<file path="config.mk">
export PLATFORM = sky130hd
export DESIGN_NAME = conv2x2_window_feeder
export DESIGN_NICKNAME = d
export VERILOG_FILES = /design/src/rtl/conv2x2_window_feeder.sv
export SDC_FILE = /design/constraint.sdc
export NUM_CORES = 1
export LEC_CHECK = 0
export CAP_MARGIN = 20
export CORE_MARGIN = 5
export CORE_UTILIZATION = 58
export CTS_BUF_LIST = sky130_fd_sc_hd__clkbuf_8
export DETAILED_ROUTE_END_ITERATION = 10
export PLACE_DENSITY_LB_ADDON = 0.05
export SYNTH_ARGS = -nofsm -noshare
export SYNTH_HDL_FRONTEND = slang
export SYNTH_SLANG_ARGS = --single-unit
</file>
<file path="constraint.sdc">
create_clock -name clk -period 3.9 [get_ports clk]
set_clock_uncertainty 0.05 [all_clocks]
set_input_delay 1.17 -clock clk [delete_from_list [all_inputs] [get_ports clk]]
set_output_delay 1.17 -clock clk [all_outputs]
set_load 0.05 [all_outputs]
</file>
<file path="src/rtl/conv2x2_window_feeder.sv">
// ---------------------------------------------------------------------------
// conv2x2_window_feeder
//
// Turns a raster pixel stream (one 8-bit pixel per beat) into the stream of
// every overlapping 2x2 window of the frame, feeding the 2x2 convolution
// stage. The previous image row lives in a single line buffer. Two small
// registers remember the previous top-right pixel (which becomes the next
// top-left) and the previous accepted pixel (which becomes the next
// bottom-left).
//
// Parameters
//   IMG_W, IMG_H : image size in pixels, each 2..64
//
// Ports
//   clk, rst_n  : clock (rising edge), synchronous active-low reset
//   in_valid    : source offers in_pixel
//   in_ready    : block takes the pixel this cycle
//   in_pixel    : unsigned 8-bit pixel
//   in_sof      : accepted pixel is the frame start (0,0)
//   win_valid   : win_* hold a window
//   win_ready   : downstream consumes the window this cycle
//   win_data    : [7:0]=TL, [15:8]=TR, [23:16]=BL, [31:24]=BR
//   win_last    : last window of the frame
//   win_x/win_y : column/row of the window's bottom-right pixel
//   sof_err     : one-cycle pulse, in_sof seen while not at (0,0)
// ---------------------------------------------------------------------------
module conv2x2_window_feeder #(
    parameter int IMG_W = 8,
    parameter int IMG_H = 8
) (
    input  logic        clk,
    input  logic        rst_n,
    input  logic        in_valid,
    output logic        in_ready,
    input  logic [7:0]  in_pixel,
    input  logic        in_sof,
    output logic        win_valid,
    input  logic        win_ready,
    output logic [31:0] win_data,
    output logic        win_last,
    output logic [5:0]  win_x,
    output logic [5:0]  win_y,
    output logic        sof_err
);

    localparam int         AW     = (IMG_W > 1) ? $clog2(IMG_W) : 1;
    localparam logic [5:0] X_LAST = 6'(IMG_W - 1);
    localparam logic [5:0] Y_LAST = 6'(IMG_H - 1);

    // Byte order of the packed window as the convolution stage expects it.
    typedef struct packed {
        logic [7:0] br;
        logic [7:0] bl;
        logic [7:0] tr;
        logic [7:0] tl;
    } win_t;

    // -----------------------------------------------------------------------
    // State
    // -----------------------------------------------------------------------
    logic [5:0]    x_q, y_q;        // position of the next pixel to accept
    logic [7:0]    tl_q;            // previous TR -> this window's TL
    logic [7:0]    bl_q;            // previous accepted pixel -> this BL
    win_t          win_q;
    logic [7:0]    lb [0:IMG_W-1];  // previous row, indexed by column

    // -----------------------------------------------------------------------
    // Accept path
    // -----------------------------------------------------------------------
    logic          accept;
    logic [5:0]    px, py;          // position of the pixel being accepted
    logic [5:0]    nx, ny;          // counters after this accept
    logic [AW-1:0] lb_addr;
    logic [7:0]    tr;
    logic          emit;
    logic          sof_bad;

    // Single-entry output register: room exists when empty or draining now.
    assign in_ready = !win_valid || win_ready;
    assign accept   = in_valid && in_ready;

    // A frame-start pixel is forced to (0,0) whatever the counters say, so
    // a source that slipped or restarted re-aligns on its next SOF.
    always_comb begin
        px = x_q;
        py = y_q;
        if (in_sof) begin
            px = 6'd0;
            py = 6'd0;
        end
    end

    assign sof_bad = in_sof && ((x_q != 6'd0) || (y_q != 6'd0));

    always_comb begin
        nx = px + 6'd1;
        ny = py;
        if (px == X_LAST) begin
            nx = 6'd0;
            ny = (py == Y_LAST) ? 6'd0 : py + 6'd1;
        end
    end

    assign lb_addr = px[AW-1:0];
    assign tr      = lb[lb_addr];   // read-before-write: old row's pixel

    // Row 0 and column 0 only prime the buffers; no window ends there.
    assign emit = (px != 6'd0) && (py != 6'd0);

    // -----------------------------------------------------------------------
    // Line buffer: not reset. Row 0 rewrites every entry before row 1
    // reads it, so stale contents never reach a window.
    // -----------------------------------------------------------------------
    always_ff @(posedge clk) begin
        if (rst_n && accept)
            lb[lb_addr] <= in_pixel;
    end

    // -----------------------------------------------------------------------
    // Counters, neighbour registers, output register
    // -----------------------------------------------------------------------
    always_ff @(posedge clk) begin
        if (!rst_n) begin
            x_q       <= '0;
            y_q       <= '0;
            tl_q      <= '0;
            bl_q      <= '0;
            win_valid <= 1'b0;
            win_q     <= '0;
            win_last  <= 1'b0;
            win_x     <= '0;
            win_y     <= '0;
            sof_err   <= 1'b0;
        end else begin
            sof_err <= accept && sof_bad;

            if (accept) begin
                x_q  <= nx;
                y_q  <= ny;
                tl_q <= tr;
                bl_q <= in_pixel;
            end

            // A new window may load in the same edge the old one drains,
            // so back-to-back windows flow without a bubble.
            if (accept && emit) begin
                win_valid <= 1'b1;
                win_q     <= '{br: in_pixel, bl: bl_q, tr: tr, tl: tl_q};
                win_x     <= px;
                win_y     <= py;
                win_last  <= (px == X_LAST) && (py == Y_LAST);
            end else if (win_ready) begin
                win_valid <= 1'b0;
            end
        end
    end

    assign win_data = win_q;

endmodule

</file>
# Yosys cells after proc, flatten, opt, wreduce, memory -nomap -nowiden
# Memory sizes are Yosys's and may differ from the RTL's.
# Cells that the tools add are included.
dict set report totals {
  romBits 0
  out_inout_bits 48
  memories 1
  latch_bits 0
  ramBits 64
  input_bits 13
  wordCells 42
  ff_bits 75
}
dict set report op_classes {
  n_reduce_logical 15
  n_mux 9
  n_bitwise 0
  add_sub_neg 2
  multipliers 0
  n_shift 0
  n_div 0
  n_lt_le_gt_ge 0
  n_eq_ne 2
}
# memory depth width read_ports rd_ports_with_merged_regs wr line
set mem_list {}
lappend mem_list {lb 8 8 1 0 1 65} ;# logic [7:0] lb [0:IMG_W-1];
# op count
set ops {}
lappend ops {{6-bit two-way mux} 5}
lappend ops {{6-bit nonzero test} 4}
lappend ops {{6-bit by 1-bit adder with 6-bit output (second input constant)} 2}
lappend ops {{6-bit by 3-bit == test with 1-bit output (second input constant)} 2}
lappend ops {{1-bit logical AND} 7}
lappend ops {{1-bit two-way mux} 4}
lappend ops {{1-bit logical OR} 2}
lappend ops {{2-bit nonzero test} 1}
lappend ops {{1-bit logical NOT} 1}

# Logic depth before layout (Yosys ltp)
# Gate-level depths: netlist of the first run.
dict set report logic_depth {
  ltp_word 6
  ltp_mapped 10
  mapped_depth_nobuf 8
}

# Worst setup path before layout of the first run
# Ideal clock, no wire load.
dict set report synth_timing {
  kind {in2reg}
  startpoint {in win_ready}
  endpoint {mem lb[6][0], enable pin}
  stages 5
  path_buffers 1
  slack_ns 0.783
  arrival_ns 2.682
  setup_ns 0.385
  t_required_ns 3.465
  path_cell_list {and2b_1 > nor2_1 > clkbuf_1 > nand3_1 > nor3b_1}
}
dict set report synth_via {
  elab_chain_cells 5
}
# item line
set synth_rtl {}
lappend synth_rtl {{from (decl)} 38} ;# input logic win_ready,
lappend synth_rtl {{1-bit logical OR} 79} ;# assign in_ready = !win_valid || win_ready;
lappend synth_rtl {{1-bit logical AND} 80} ;# assign accept = in_valid && in_ready;
lappend synth_rtl {{1-bit logical AND} 115} ;# if (rst_n && accept)
lappend synth_rtl {{1-bit two-way mux} 115}
lappend synth_rtl {{1-bit two-way mux (not written as such)} 116} ;# lb[lb_addr] <= in_pixel;
lappend synth_rtl {{to (decl)} 65}
# Every way passes these cells.

# Worst setup path in the final report of the first run
dict set report layout_timing {
  startpoint {in win_ready}
  endpoint {out in_ready}
}
dict set report layout_via {
  elab_chain_cells 1
}
# item line
set layout_rtl {}
lappend layout_rtl {{1-bit logical OR} 79}
lappend layout_rtl {{to (decl)} 34} ;# output logic in_ready,
# Every way passes these cells.

==> results of run 1 <==
## Yosys cell counts (all sizes together) (3+ instances only)
cell     instances
a31oi            3
ha               3
mux2i           21
nand2           34
o21a             3
nand4           10
nor2            13
or3              3
or4              5
dfxtp           75
a21oi           77
a211oi           8
nor4             4
nor3             8
o22ai           11
edfxtp          64
nand2b           7
buf             15
a2111oi          6
mux2             3
nand3           36
inv              8
o21ai           53
clkbuf          30
nand3b           7
## worst register-to-register path: cells and delay by family, from the launching register on
| kind | cells | cell delay [ns] |
|---|---|---|
| DFF | 1 | 0.68 |
| and+or+nand+nor | 4 | 1.07 |
| adders and majority gates | 1 | 0.26 |
| buffers and inverters | 1 | 0.12 |
| AOI/OAI and AO/OA | 1 | 0.14 |
## path summary, 6_finish.rpt
check	from	endpoint	slack (ns)	cells after the start
max	win_ready	in_ready	0.42	4
min	bl_q[5]	bl_q[5]	0.41	2
max reg2reg	x_q[1]	win_last	1.52	7
min reg2reg	bl_q[5]	bl_q[5]	0.41	2
## sequential cells by signal, indices dropped and copies added, names as in the netlist
register   flops
win_valid      1
sof_err        1
win_last       1
win_x          6
y_q            6
win_y          6
win_data      32
x_q            6
tl_q           8
bl_q           8
lb            64
## area by class of cell
type / instances / area [um^2]
well taps: 133 / 166
clock buffers: 17 / 234
flip-flops and latches: 139 / 3420
fillers: 757 / 2770
clock inverters: 15 / 183
inverters: 8 / 30.0
multi-input cells: 339 / 2030
repair buffers: 84 / 803
## routing by layer
layer | up-vias | track usage (%) | wire (um)
met1 | 2200 | 34.0 | 6340
met3 | 24 | 5.33 | 766
met5 | - | 0 | 0
met2 | 148 | 39.6 | 6970
li1 | 2108 | - | -
met4 | 0 | 9.02 | 253
## cell families after synthesis
logic type,Yosys count,synth area share [%]
AOI/OAI and AO/OA,174,17.8
muxes,24,4.30
and+or+nand+nor,138,12.9
adders and majority gates,3,0.662
DFF,139,60.3
buffers and inverters,53,3.95
## cell usage in the layout, fill, tap and decap left out, types with 4 or more instances in the layout
cell type,count
nand3_1,36
nand2b_1,7
o21ai_0,51
clkbuf_8,17
clkinv_2,4
a2111oi_0,6
bufinv_16,4
edfxtp_1,64
clkdlybuf4s50_1,59
o22ai_1,11
buf_4,23
nand2_1,34
or4_1,4
nor3_1,8
inv_1,9
nor2_1,12
mux2i_1,21
a21oi_1,77
nand3b_1,7
nand4_1,10
dfxtp_1,74
a211oi_1,8
## report_power, final
part           internal [mW]  switching, mW
Combinational         0.0591          0.109
Sequential              1.54         0.0114
Clock                  0.688          0.535
Total                   2.29          0.656
## through the flow
stage / cell area, um^2 / power [mW]
3_5_place_dp: 6450 / 1.75
3_3_place_gp: 6450 / 1.75
4_1_cts: 6870 / 2.96
2_1_floorplan: 5670 / 1.68
5_1_grt: 6870 / 3.04
6_report: 6870 / 2.94
==> results.json, run 1 <==
{
  "maxSlewHeadroom_pct": 33.4,
  "async_flop_share_pct": 0,
  "final_cell_count_no_fill": 735,
  "root_buffer": "clkbuf_8",
  "syn_nets": 547,
  "tightestPinTransition_ns": 0.998,
  "drive_gt1_share_pct": 11.3,
  "critPathMaxFanout": 6,
  "io_buffers": 60,
  "slew_viol_final": 0,
  "period_minus_slack_ns": 3.48,
  "dpl.cell_count": 703,
  "clock.fmax_ghz": 0.287,
  "worstSetupStartpointType": "input pin",
  "n_antenna_cell": 0,
  "drt_wl_total_mm": 14.3,
  "rsz0062_at_grt": "false",
  "place_ws_ns": 0.412,
  "dr.pass1.iters": 5,
  "grt_pass1_vias": 4307,
  "ir_drop_mv": 0.247,
  "finalSetupViolCount": 0,
  "routed_via_density": 6.10,
  "maxCapViolCount": 0,
  "synthCells": 531,
  "h-tree-depth": 4,
  "gp_congestion": 0.895,
  "critical-path-top-delay-family": "buffers and inverters",
  "cp-end-kind": "output pin",
  "min_path_type": "reg -> reg",
  "cts_made_buffers": 17,
  "synthToLayoutAreaGrowth_pct": 21.1,
  "vias": 4480,
  "synth_top_area_share_pct": 33.9,
  "synth_area_leaders": "edfxtp_1 (34%), dfxtp_1 (26%), a21oi_1 (6.8%)",
  "netlist_area_um2": 5670,
  "grt_pass1_wl_mm": 22.4,
  "post-route-util_pct": 71.3,
  "die_h_um": 109,
  "ctsHoldBuffers": 0,
  "outcome": "finished, final reports clean",
  "crit_path_max_incr_delay_ns": 0.45,
  "path_cells": "clkdlybuf4s50_1, and2b_1, inv_1, buf_12",
  "required_ns": 2.68,
  "synth-edff-count": 64,
  "timing.hold.ws_ns": 0.411,
  "grt_overflow_total": 0,
  "p_leak_nw": 2.29,
  "hold_viol_final": 0,
  "cts.sinks": 139,
  "drtIter0Drc": 342,
  "yosys_warnings": 0,
  "postCtsSetupBuffers": 0,
  "dp_hpwl_mm": 9.41,
  "path_clk_slew_ns": 0.07,
  "ys_seq_elements": 139,
  "synthFlopType": "dfxtp_1",
  "drtAntennaViolNets": 0,
  "track_usage_pct": 25.0,
  "nets": 605,
  "insertion_delay_ns": 0.43,
  "die_area_um2": 11900,
  "core_um2": 9640,
  "setup_ws_ns": 0.418,
  "cts_resized": 0,
  "power_density_nw_per_um2": 428,
  "period_share_pct": 89.3,
  "yosysUniqueCellTypes": 50,
  "grt_max_degree": 48,
  "cts_tree": "done",
  "antenna_found_initial": 0,
  "cp_slowest_cell": "clkdlybuf4s50_1",
  "yosys.area.top_type": "edfxtp_1",
  "syn_avg_cell_area_um2": 10.7,
  "num_rows": 36,
  "boundaryPins": 61,
  "fp.dieW_um": 109,
  "fin_setup_tns_ns": 0,
  "crit_type": "in -> out",
  "initial_utilization_pct": 58.9,
  "routedWlPerCell_um": 19.5,
  "ys_seq_area_share_pct": 60.3,
  "cp.buffers_inverters": 3,
  "arrival_ns": 2.26,
  "drc_errors": 0,
  "clockBufferDepth": 2
}
Power figures use the tool's default switching activity.
==> run 2, diff against run 1 <==
- clock period: 3.9 -> 3.5 ns (I/O delays scaled with it)
==> results.json, run 2 (synthesized netlist as in run 1, its figures left out) <==
{
  "synthToLayoutAreaGrowth_pct": 22.3,
  "crit_path_max_incr_delay_ns": 0.45,
  "swShare_pct": 24.2,
  "dpl.cell_count": 711,
  "p_leak_nw": 2.30,
  "period_share_pct": 92.5,
  "rsz0062_at_grt": "false",
  "final_cell_count_no_fill": 743,
  "cts_tree": "done",
  "n_antenna_cell": 0,
  "required_ns": 2.40,
  "root_buffer": "clkbuf_8",
  "drtIter0Drc": 396,
  "initial_utilization_pct": 58.9,
  "cp_slowest_cell": "clkdlybuf4s50_1",
  "cts_resized": 0,
  "combPwrFrac_pct": 5.9,
  "setup_ws_ns": 0.263,
  "arrival_ns": 2.14,
  "die_h_um": 109,
  "cp-end-kind": "output pin",
  "slew_viol_final": 0,
  "maxSlewHeadroom_pct": 53.1,
  "nets": 613,
  "grt_pass1_wl_mm": 22.2,
  "total_power_mw": 3.21,
  "grt_overflow_total": 0,
  "postCtsSetupBuffers": 0,
  "finalSetupViolCount": 0,
  "core_um2": 9640,
  "outcome": "finished, final reports clean",
  "dr.pass1.iters": 5,
  "power_density_nw_per_um2": 463,
  "io_buffers": 60,
  "fin_setup_tns_ns": 0,
  "ctsHoldBuffers": 0,
  "cp.buffers_inverters": 3,
  "h-tree-depth": 4,
  "path_clk_slew_ns": 0.08,
  "path_cells": "clkdlybuf4s50_1, and2b_1, inv_1, buf_12",
  "mostFrequentLayoutCell": "a21oi_1",
  "timing.hold.ws_ns": 0.413,
  "power.net_switching_mw": 0.778,
  "nFillCells": 761,
  "critPathMaxFanout": 6,
  "tightestPinTransition_ns": 0.685,
  "seqPwrFrac_pct": 53.9,
  "hold_viol_final": 0,
  "vias": 4521,
  "maxCapViolCount": 0,
  "drc_errors": 0,
  "p_int_mw": 2.43,
  "clockBufferDepth": 2,
  "min_path_type": "reg -> reg",
  "ir_drop_mv": 0.376,
  "routedWlPerCell_um": 18.7,
  "track_usage_pct": 24.3,
  "drtAntennaViolNets": 0,
  "critical-path-top-delay-family": "buffers and inverters",
  "cts_made_buffers": 17,
  "boundaryPins": 61,
  "num_rows": 36,
  "clock_power_share_pct": 40.2,
  "routed_via_density": 6.08,
  "place_ws_ns": 0.267,
  "worstSetupStartpointType": "input pin",
  "insertion_delay_ns": 0.43,
  "layout_common_cells": "a21oi_1 (77), dfxtp_1 (74), edfxtp_1 (64), clkdlybuf4s50_1 (59), o21ai_0 (51)",
  "gp_congestion": 0.898,
  "die_area_um2": 11900,
  "top_register": "lb",
  "grt_pass1_vias": 4295,
  "crit_type": "in -> out",
  "period_minus_slack_ns": 3.24,
  "clock.fmax_ghz": 0.309,
  "dp_hpwl_mm": 9.51,
  "drive_gt1_share_pct": 12.8,
  "largest_register_ffs": 64,
  "antenna_found_initial": 0,
  "drt_wl_total_mm": 13.9,
  "fp.dieW_um": 109,
  "cts.sinks": 139,
  "grt_max_degree": 48
}
run 2: cell types whose count changed in the layout (fill, tap and decap cells not counted), sizes merged:
cell and change:
buf +8, bufinv -2, inv +2, clkinv -4, clkinvlp +4
run 2: routing by layer:
| metal | routed length, um | global-route usage (%) | vias up |
|---|---|---|---|
| met2 | 6650 | 38.5 | 208 |
| met4 | 254 | 7.57 | 0 |
| met5 | 0 | 0 | - |
| met3 | 1020 | 4.91 | 21 |
| met1 | 6000 | 33.8 | 2169 |
| li1 | - | - | 2123 |
run 2: worst paths after layout:
check / startpoint / endpoint / slack [ns] / cells past startpoint
worst min-delay path: bl_q[7] / bl_q[7] / 0.41 / 2
worst max-delay path: win_ready / in_ready / 0.26 / 4
worst min register to register: bl_q[7] / bl_q[7] / 0.41 / 2
worst max register to register: x_q[2] / lb[6][5] / 1.24 / 4
run 2: area by class of cell:
type,instances,area (um^2),share of cell area (%)
Sequential cell,139,3420,49.4
Multi-Input combinational cell,339,2030,29.3
Timing Repair Buffer,92,888,12.8
Tap cell,133,166,2.40
Inverter,8,30.0,0.433
Clock buffer,17,234,3.37
Clock inverter,15,165,2.38
run 2: power groups by stage:
stage | registers [mW] | logic, mW | clock network (mW)
finish | 1.73 | 0.191 | 1.29
detailed placement | 1.77 | 0.188 | 0
floorplan | 1.76 | 0.113 | 0
global placement | 1.77 | 0.186 | 0
global route | 1.73 | 0.206 | 1.39
CTS | 1.73 | 0.189 | 1.31
run 2: metrics by stage:
| stage | util [%] | area (um^2) |
|---|---|---|
| floorplan | - | 5670 |
| CTS | 72.0 | 6940 |
| finish | 72.0 | 6940 |
| global route | 72.0 | 6940 |
| detailed placement | 67.8 | 6540 |
| global placement | 67.8 | 6540 |
run 2: tightest hold or removal path, cell delays in order, from the launching register on:
cell	delay, ns
dfxtp_1	0.32
nand2_1	0.05
a21oi_1	0.05
